$ cat config.mk
export PLATFORM = sky130hd
export DESIGN_NAME = conv_mac_engine
export DESIGN_NICKNAME = d
export VERILOG_FILES = /design/src/rtl/conv_mac_engine_pkg.sv /design/src/rtl/conv_mac_engine_mac_unit.sv /design/src/rtl/conv_mac_engine.sv
export SDC_FILE = /design/constraint.sdc
export NUM_CORES = 1
export LEC_CHECK = 0
export ABC_CLOCK_PERIOD_IN_PS = 10600
export CAP_MARGIN = 20
export CORE_ASPECT_RATIO = 0.6
export CORE_MARGIN = 2
export CORE_UTILIZATION = 40
export CTS_CLUSTER_DIAMETER = 80
export CTS_CLUSTER_SIZE = 10
export DETAILED_ROUTE_END_ITERATION = 8
export PLACE_DENSITY = 0.61
export SLEW_MARGIN = 0
export SYNTH_ARGS = -nofsm -noshare
export SYNTH_HDL_FRONTEND = slang
export SYNTH_SLANG_ARGS = --single-unit
$ cat constraint.sdc
create_clock -name clk -period 10.6 [get_ports clk]
set_input_delay 1.06 -clock clk [delete_from_list [all_inputs] [get_ports clk]]
set_output_delay 1.06 -clock clk [all_outputs]
set_load 0.02 [all_outputs]
$ cat src/rtl/conv_mac_engine_pkg.sv
// Shared CNN datapath definitions: default widths, conv FSM states
// and output saturation limits.
package conv_pkg;

  localparam int DATA_W   = 8;
  localparam int WEIGHT_W = 8;
  localparam int ACC_W    = 24;
  localparam int OUT_W    = 16;

  typedef logic [1:0] state_t;

  localparam state_t S_IDLE = 2'd0;
  localparam state_t S_MAC  = 2'd1;
  localparam state_t S_BIAS = 2'd2;
  localparam state_t S_OUT  = 2'd3;

  function automatic logic signed [63:0] sat_max(input int w);
    return (64'sd1 <<< (w - 1)) - 64'sd1;
  endfunction

  function automatic logic signed [63:0] sat_min(input int w);
    return -(64'sd1 <<< (w - 1));
  endfunction

endpackage

$ cat src/rtl/conv_mac_engine_mac_unit.sv
// Signed multiply-accumulate with synchronous clear and
// registered accumulator output.
module conv_mac_unit #(
  parameter int DATA_W   = 8,
  parameter int WEIGHT_W = 8,
  parameter int ACC_W    = 24
) (
  input  logic                       clk,
  input  logic                       rst_n,
  input  logic                       clr,
  input  logic                       en,
  input  logic signed [DATA_W-1:0]   a,
  input  logic signed [WEIGHT_W-1:0] b,
  output logic signed [ACC_W-1:0]    acc
);

  localparam int PROD_W = DATA_W + WEIGHT_W;

  logic signed [PROD_W-1:0] prod;
  logic signed [ACC_W-1:0]  prod_x;

  assign prod   = a * b;
  assign prod_x = {{(ACC_W - PROD_W){prod[PROD_W-1]}}, prod};

  always_ff @(posedge clk or negedge rst_n) begin
    if (!rst_n) begin
      acc <= '0;
    end else if (clr) begin
      acc <= '0;
    end else if (en) begin
      acc <= acc + prod_x;
    end
  end

endmodule

$ cat src/rtl/conv_mac_engine.sv
// Multi-channel KxK convolution engine: one tap per cycle MAC,
// then bias, optional ReLU and saturation to OUT_W.
module conv_mac_engine #(
  parameter int K        = 5,
  parameter int N_CH     = 1,
  parameter int DATA_W   = conv_pkg::DATA_W,
  parameter int WEIGHT_W = conv_pkg::WEIGHT_W,
  parameter int BIAS_W   = 9,
  parameter int ACC_W    = conv_pkg::ACC_W,
  parameter int OUT_W    = conv_pkg::OUT_W
) (
  input  logic                          clk,
  input  logic                          rst_n,
  input  logic                          start,
  input  logic [N_CH*K*K*DATA_W-1:0]    win_data,
  input  logic [N_CH*K*K*WEIGHT_W-1:0]  weights,
  input  logic signed [BIAS_W-1:0]      bias,
  input  logic                          relu_en,
  output logic                          busy,
  output logic signed [OUT_W-1:0]       out_data,
  output logic                          out_valid,
  input  logic                          out_ready,
  output logic                          out_sat
);

  import conv_pkg::*;

  localparam int TAPS  = N_CH * K * K;
  localparam int CNT_W = (TAPS > 1) ? $clog2(TAPS) : 1;
  localparam logic [CNT_W-1:0] LAST = CNT_W'(TAPS - 1);

  // Sized so a full window of worst-case products cannot wrap.
  if (ACC_W < DATA_W + WEIGHT_W + $clog2(TAPS) + 1) begin : g_acc_chk
    $error("conv_mac_engine: ACC_W too small for TAPS");
  end

  state_t                      state;
  logic [CNT_W-1:0]            tap_cnt;
  logic [TAPS*DATA_W-1:0]      d_reg;
  logic [TAPS*WEIGHT_W-1:0]    w_reg;
  logic signed [BIAS_W-1:0]    b_reg;
  logic                        relu_reg;
  logic signed [ACC_W-1:0]     acc;
  logic signed [DATA_W-1:0]    tap_d;
  logic signed [WEIGHT_W-1:0]  tap_w;
  logic                        clr;
  logic                        mac_en;
  logic signed [ACC_W:0]       sum;
  logic signed [63:0]          sum_x;
  logic signed [OUT_W-1:0]     res;
  logic                        res_sat;

  assign busy      = (state != S_IDLE);
  assign out_valid = (state == S_OUT);
  assign clr       = (state == S_IDLE) && start;
  assign mac_en    = (state == S_MAC);

  assign tap_d = d_reg[32'(tap_cnt)*DATA_W +: DATA_W];
  assign tap_w = w_reg[32'(tap_cnt)*WEIGHT_W +: WEIGHT_W];

  conv_mac_unit #(
    .DATA_W   (DATA_W),
    .WEIGHT_W (WEIGHT_W),
    .ACC_W    (ACC_W)
  ) u_mac (
    .clk   (clk),
    .rst_n (rst_n),
    .clr   (clr),
    .en    (mac_en),
    .a     (tap_d),
    .b     (tap_w),
    .acc   (acc)
  );

  assign sum = {acc[ACC_W-1], acc}
             + {{(ACC_W + 1 - BIAS_W){b_reg[BIAS_W-1]}}, b_reg};
  assign sum_x = {{(63 - ACC_W){sum[ACC_W]}}, sum};

  always_comb begin
    res     = sum[OUT_W-1:0];
    res_sat = 1'b0;
    if (relu_reg && sum[ACC_W]) begin
      res = '0;
    end else if (sum_x > sat_max(OUT_W)) begin
      res     = OUT_W'(sat_max(OUT_W));
      res_sat = 1'b1;
    end else if (sum_x < sat_min(OUT_W)) begin
      res     = OUT_W'(sat_min(OUT_W));
      res_sat = 1'b1;
    end
  end

  always_ff @(posedge clk or negedge rst_n) begin
    if (!rst_n) begin
      state    <= S_IDLE;
      tap_cnt  <= '0;
      d_reg    <= '0;
      w_reg    <= '0;
      b_reg    <= '0;
      relu_reg <= 1'b0;
      out_data <= '0;
      out_sat  <= 1'b0;
    end else begin
      unique case (state)
        S_IDLE: begin
          if (start) begin
            d_reg    <= win_data;
            w_reg    <= weights;
            b_reg    <= bias;
            relu_reg <= relu_en;
            tap_cnt  <= '0;
            state    <= S_MAC;
          end
        end
        S_MAC: begin
          if (tap_cnt == LAST) begin
            state <= S_BIAS;
          end else begin
            tap_cnt <= tap_cnt + 1'b1;
          end
        end
        S_BIAS: begin
          out_data <= res;
          out_sat  <= res_sat;
          state    <= S_OUT;
        end
        S_OUT: begin
          if (out_ready) begin
            state <= S_IDLE;
          end
        end
        default: state <= S_IDLE;
      endcase
    end
  end

endmodule

# Word-level counts from Yosys, hierarchy flattened
# Cells that the tools add are included.
[totals]
regBits = 458
in_bits = 414
elab_cells = 49
[op_classes]
n_addsub = 3
mul = 1
magnitude_cmp = 2
eq_ne = 8
shifts = 2
n_mux = 15
reduce_logical = 9
[op_table]
columns = ["operator", "n"]
rows = [
  ["200-bit by 9-bit indexed part select with 8-bit output", 2],
  ["16-bit 2-to-1 mux", 3],
  ["24-bit 2-to-1 mux", 2],
  ["24-bit by 9-bit adder with 25-bit output", 1],
  ["25-bit by 16-bit > comparator with 1-bit output, second input constant", 1],
  ["25-bit by 16-bit < comparator with 1-bit output, second input constant", 1],
  ["24-bit by 16-bit adder with 24-bit output", 1],
  ["8-bit by 8-bit multiplier with 16-bit output", 1],
  ["5-bit 2-to-1 mux", 2],
  ["5-bit one-hot mux with 2 select lines", 1],
  ["2-bit one-hot mux with 4 select lines", 1],
  ["2-bit 2-to-1 mux", 3],
  ["3-bit AND reduction", 2],
  ["2-bit nonzero test", 3],
  ["5-bit by 1-bit adder with 5-bit output, second input constant", 1],
  ["5-bit == test, second input constant", 1],
  ["2-bit == test, second input constant", 2],
  ["2-bit by 1-bit != test with 1-bit output, second input constant", 2],
  ["2-bit != test, second input constant", 2],
  ["1-bit 2-to-1 mux", 3],
  ["2-bit by 1-bit == test with 1-bit output, second input constant", 1],
  ["1-bit logical AND", 2],
  ["2-bit logical NOT", 1],
  ["2-bit AND reduction", 1],
]

# Depth between registers and ports, before layout
[logic_depth]
depth_word = 5
depth_mapped = 28
mapped_depth_nobuf = 25

# Cells and area by module
# A second synthesis with hierarchy kept.
[hier_totals]
hier_cells = 1959
area_unflattened_um2 = 26061.2
[modules_own_cells]
columns = ["module", "instances", "cells_per_inst", "area_each_um2", "seq_area_each_um2"]
rows = [
  ["conv_mac_engine", 1, 1459, 20947.6, 10860.4],
  ["conv_mac_unit", 1, 500, 5113.7, 600.6],
]

# Worst setup path before layout
# OpenSTA, ideal clock, no wires.
[synth_timing]
path_kind = "flip-flop to flip-flop"
from = "register tap_cnt[0]"
to = "register u_mac.acc[23]"
setup_time_ns = 0.079
arrival_time_ns = 7.996
t_required_ns = 10.521
setup_slack_ns = 2.525
path_stages_with_launch = 26
path_cell_list = "dfrtp_1 -> buf_2 -> buf_1 -> nor4b_1 -> clkbuf_1 -> nand2_1 -> o21ai_0 -> mux2i_1 -> nor2_1 -> inv_1 -> fa_1 -> inv_1 -> fa_1 -> fa_1 -> fa_1 -> fa_1 -> ha_1 -> nand3_1 -> o22ai_1 -> o21a_1 -> nand4_1 -> nand4b_1 -> a31oi_1 -> o21ai_0 -> mux2i_1 -> mux2i_1"
[synth_via]
elab_chain_cells = 5
[synth_rtl]
columns = ["element", "line", "text"]
rows = [
  ["start, declared", "conv_mac_engine.sv:38", "logic [CNT_W-1:0] tap_cnt;"],
  ["start signal, assigned", "conv_mac_engine.sv:119", "tap_cnt <= tap_cnt + 1'b1;"],
  ["200-bit by 9-bit indexed part select with 8-bit output, on equally long branches", "conv_mac_engine.sv:58, conv_mac_engine.sv:59", ""],
  ["8-bit by 8-bit multiplier with 16-bit output (*)", "conv_mac_engine_mac_unit.sv:22", "assign prod = a * b;"],
  ["24-bit by 16-bit adder with 24-bit output (*)", "conv_mac_engine_mac_unit.sv:31", "acc <= acc + prod_x;"],
  ["24-bit 2-to-1 mux (*)", "conv_mac_engine_mac_unit.sv:30", "end else if (en) begin"],
  ["24-bit 2-to-1 mux (*)", "conv_mac_engine_mac_unit.sv:28", "end else if (clr) begin"],
  ["end signal, assigned", "conv_mac_engine_mac_unit.sv:31", ""],
  ["end, declared", "conv_mac_engine_mac_unit.sv:14", "output logic signed [ACC_W-1:0] acc"],
]
# Every way passes the cells marked *; elsewhere a longest branch is shown, timed or not. The select of a mux whose other input is x is not followed.
# A chain may end at the register's enable or synchronous reset.

# Final worst setup path
# Same ends and word-level chain as after synthesis.

==> key figures <==
Die
  • Row cnt: between 70 and 80
  • Die Span Y: ~200 um
  • Initial core utilization: 0.403
  • Die Width: between 300 and 400 um
  • Die area: 67000 um2
  • Io pins: 433
  • Placeable Area: ~64000 um2

Routing
  • Via-per-instance ratio: roughly 5.2
  • Routed WL: approximately 81000 um
  • WL per Instance: roughly 20 um
  • Final ANT Viol Nets: 0
  • DR vias: ~21000
  • 1st-pass router iterations: 5
  • Drc violations: 0
  • Detailed router's first-iteration violation count: 1684

Synth
  • Number of synthesized flops with an enable pin: 0
  • Synth top area share: 0.442
  • Dominant cells by area after synthesis: dfrtp_1 44%, nand2_1 18%, mux4_2 9.7%
  • Async SR Flop Fraction: 1.00
  • Net Count, Synth: 3336
  • Area leader, netlist: dfrtp_1
  • Synthesized instance count: between 2000 and 3000
  • Distinct cells, synth: ~70
  • Synthesized cell area: 25900 um2
  • Seq cells post-synth: 458
  • Synth Flop Type: dfrtp_1
  • Register area share after synthesis: 0.442
  • Synth Warn #: 0
  • Mean Syn Cell Area: ~9.5 um2

Finish
  • Layout area overhead: 25.4%
  • Most common cell after layout, fill and taps aside: nand2_1
  • Final-stage net count: ~3700
  • Most frequent cells in the layout: 1271 x nand2_1, 454 x dfrtp_1, 431 x clkdlybuf4s50_1, 125 x inv_1, 112 x mux4_2
  • Fillers: approximately 6000
  • Share of layout cells above drive strength 1: 0.0804

CTS
  • Clk Latency, worst-skew pair: between 0.6 and 0.7 ns
  • CTS Buffer Depth: 3
  • # Post-CTS Setup Buffers: 0
  • H-tree depth: 2
  • Clock-pin slew on the worst setup and hold paths: 0.06 ns
  • CTS Hold Bufs: 0
  • CTS sink cnt: about 460
  • Root Buffer Master: clkbuf_16
  • Post-CTS sizing: 0
  • Num CTS Buffers: between 50 and 60
  • TritonCTS clock tree: yes

Setup path
  • Req. time, crit path: between 10 and 15 ns
  • Crit end category: register
  • Worst EP arrival: roughly 9 ns
  • Critical path type: register to register
  • CP Launch Type: register
  • CP max FO: 44

Hold path
  • HP Class: primary input to async pin

STA
  • Worst slew pin tran: about 1.2 ns
  • Setup TNS: 0 ns
  • Fin crit period: slightly below 9 ns
  • Fmax: 114 MHz
  • Final worst-path cycle share: 0.825
  • WHS: 0.364 ns
  • Clock Skews: approximately 0.024 ns
  • RSZ-0062 raised after global routing: no
  • Max Slew Vio Count: 0
  • Final hold viol count: 0
  • # setup viols final: 0
  • Slew HR: 0.183

Job
  • Max Cap Viol: 0

Placement
  • Port-buffer cells: 432
  • DPL Wire Length: ~60000 um
  • GP Congestion: 0.911

Global routing
  • Initial antenna violation count: 2
  • First-pass GRT wire length: about 130000 um
  • Vias in the first global route: around 21000
  • Largest net degree at the start of global routing: 259
  • GRT Util Overall: 0.244
  • Total gr overflow: 0

Status
  • Status: finished, final reports clean
## Yosys cell counts (3+ instances only)
library cell  instances
o31ai_1               3
nand2_1            1272
nand4_1               4
nand3b_1              3
and3_1                3
nor2b_1              10
xnor2_1              21
o21a_1                5
o211ai_1              7
and2_1                4
mux4_2              112
a21oi_1              37
a21o_1               20
nand3_1              14
ha_1                 85
or3_1                 3
o21ai_0              43
xor2_1               11
nand4b_1              4
or2_2                21
inv_1               125
buf_2                 5
a22o_1                4
nor3_1               14
dfrtp_1             458
buf_1                19
clkbuf_1            109
nor2_1               73
mux2i_1              49
fa_1                105
a31oi_1               9
o221ai_1              3
o221ai_2             10
nand2b_1              9
a211oi_1             10
## stage by stage
| stage | utilization | instances | setup slack [ns] | area, um2 |
|---|---|---|---|---|
| 2_1_floorplan | - | 2732 | 2.52 | 25900 |
| 6_report | 0.506 | 3963 | 1.86 | 32500 |
| 3_5_place_dp | 0.482 | 3900 | 1.89 | 31000 |
| 5_1_grt | 0.506 | 3962 | 1.28 | 32500 |
| 3_3_place_gp | 0.482 | 3898 | 2.06 | 31000 |
| 4_1_cts | 0.505 | 3961 | 1.82 | 32500 |
## kinds of logic (layout without fill, tap and decap cells)
kind of cell,Yosys count,after routing,share of synthesized area
xor+xnor,32,32,0.0108
fa+ha+maj,190,190,0.122
compound gates,178,178,0.0485
simple gates,1450,1450,0.221
buf+inv,263,642,0.0395
mux,161,161,0.116
other cells,0,1,0
flops,458,458,0.442
## routing by layer
layer  up-vias  track usage  wire length, um
li1       9577            -                -
met1     10344        0.380            39500
met2       681        0.359            34400
met3        77       0.0451             5550
met4         2       0.0394             1140
met5         -            0                7
## critical path, cell delays in order (launching register included)
cell and delay, ns:
dfrtp_4 1.07, buf_12 0.36, mux4_2 0.56, mux2i_1 0.25
o21ai_0 0.14, mux2i_1 0.75, nor2_1 0.27, fa_1 0.64
fa_1 0.85, inv_1 0.16, fa_1 0.51, inv_1 0.05
fa_1 0.43, ha_1 0.30, ha_1 0.34, a21o_1 0.20
a21o_1 0.17, a21o_1 0.21, a21o_1 0.21, nand4b_1 0.24
a31oi_1 0.30, o21ai_0 0.17, mux2i_1 0.23, mux2i_1 0.21
## final cells by class
cell class                      instances  area [um2]  share of cell area
Tap cell                              851        1060              0.0327
Antenna cell                            1        2.50           0.0000769
Sequential cell                       458       11500               0.353
Clock buffer                           55        1310              0.0403
Inverter                              125         469              0.0144
Clock inverter                          6         166             0.00512
Multi-Input combinational cell       2011       13500               0.414
Timing Repair Buffer                  456        4570               0.141
## worst paths after layout
kind | start | to | slack, ns | depth (start not counted)
setup reg to reg | tap_cnt[0]$_DFFE_PN0P_ | u_mac.acc[23]$_DFFE_PN0P_ | 1.86 | 23
min in group clk | d_reg[188]$_DFFE_PN0P_ | d_reg[188]$_DFFE_PN0P_ | 0.47 | 2
max in group asynchronous | rst_n | w_reg[113]$_DFFE_PN0P_ | 7.96 | 3
setup / recovery | tap_cnt[0]$_DFFE_PN0P_ | u_mac.acc[23]$_DFFE_PN0P_ | 1.86 | 23
hold / removal | rst_n | d_reg[36]$_DFFE_PN0P_ | 0.36 | 1
hold reg to reg | d_reg[188]$_DFFE_PN0P_ | d_reg[188]$_DFFE_PN0P_ | 0.47 | 2
Power is left out: the tool's default activity adds up to more than one toggle a clock period on the data nets, which glitch-free logic cannot reach.
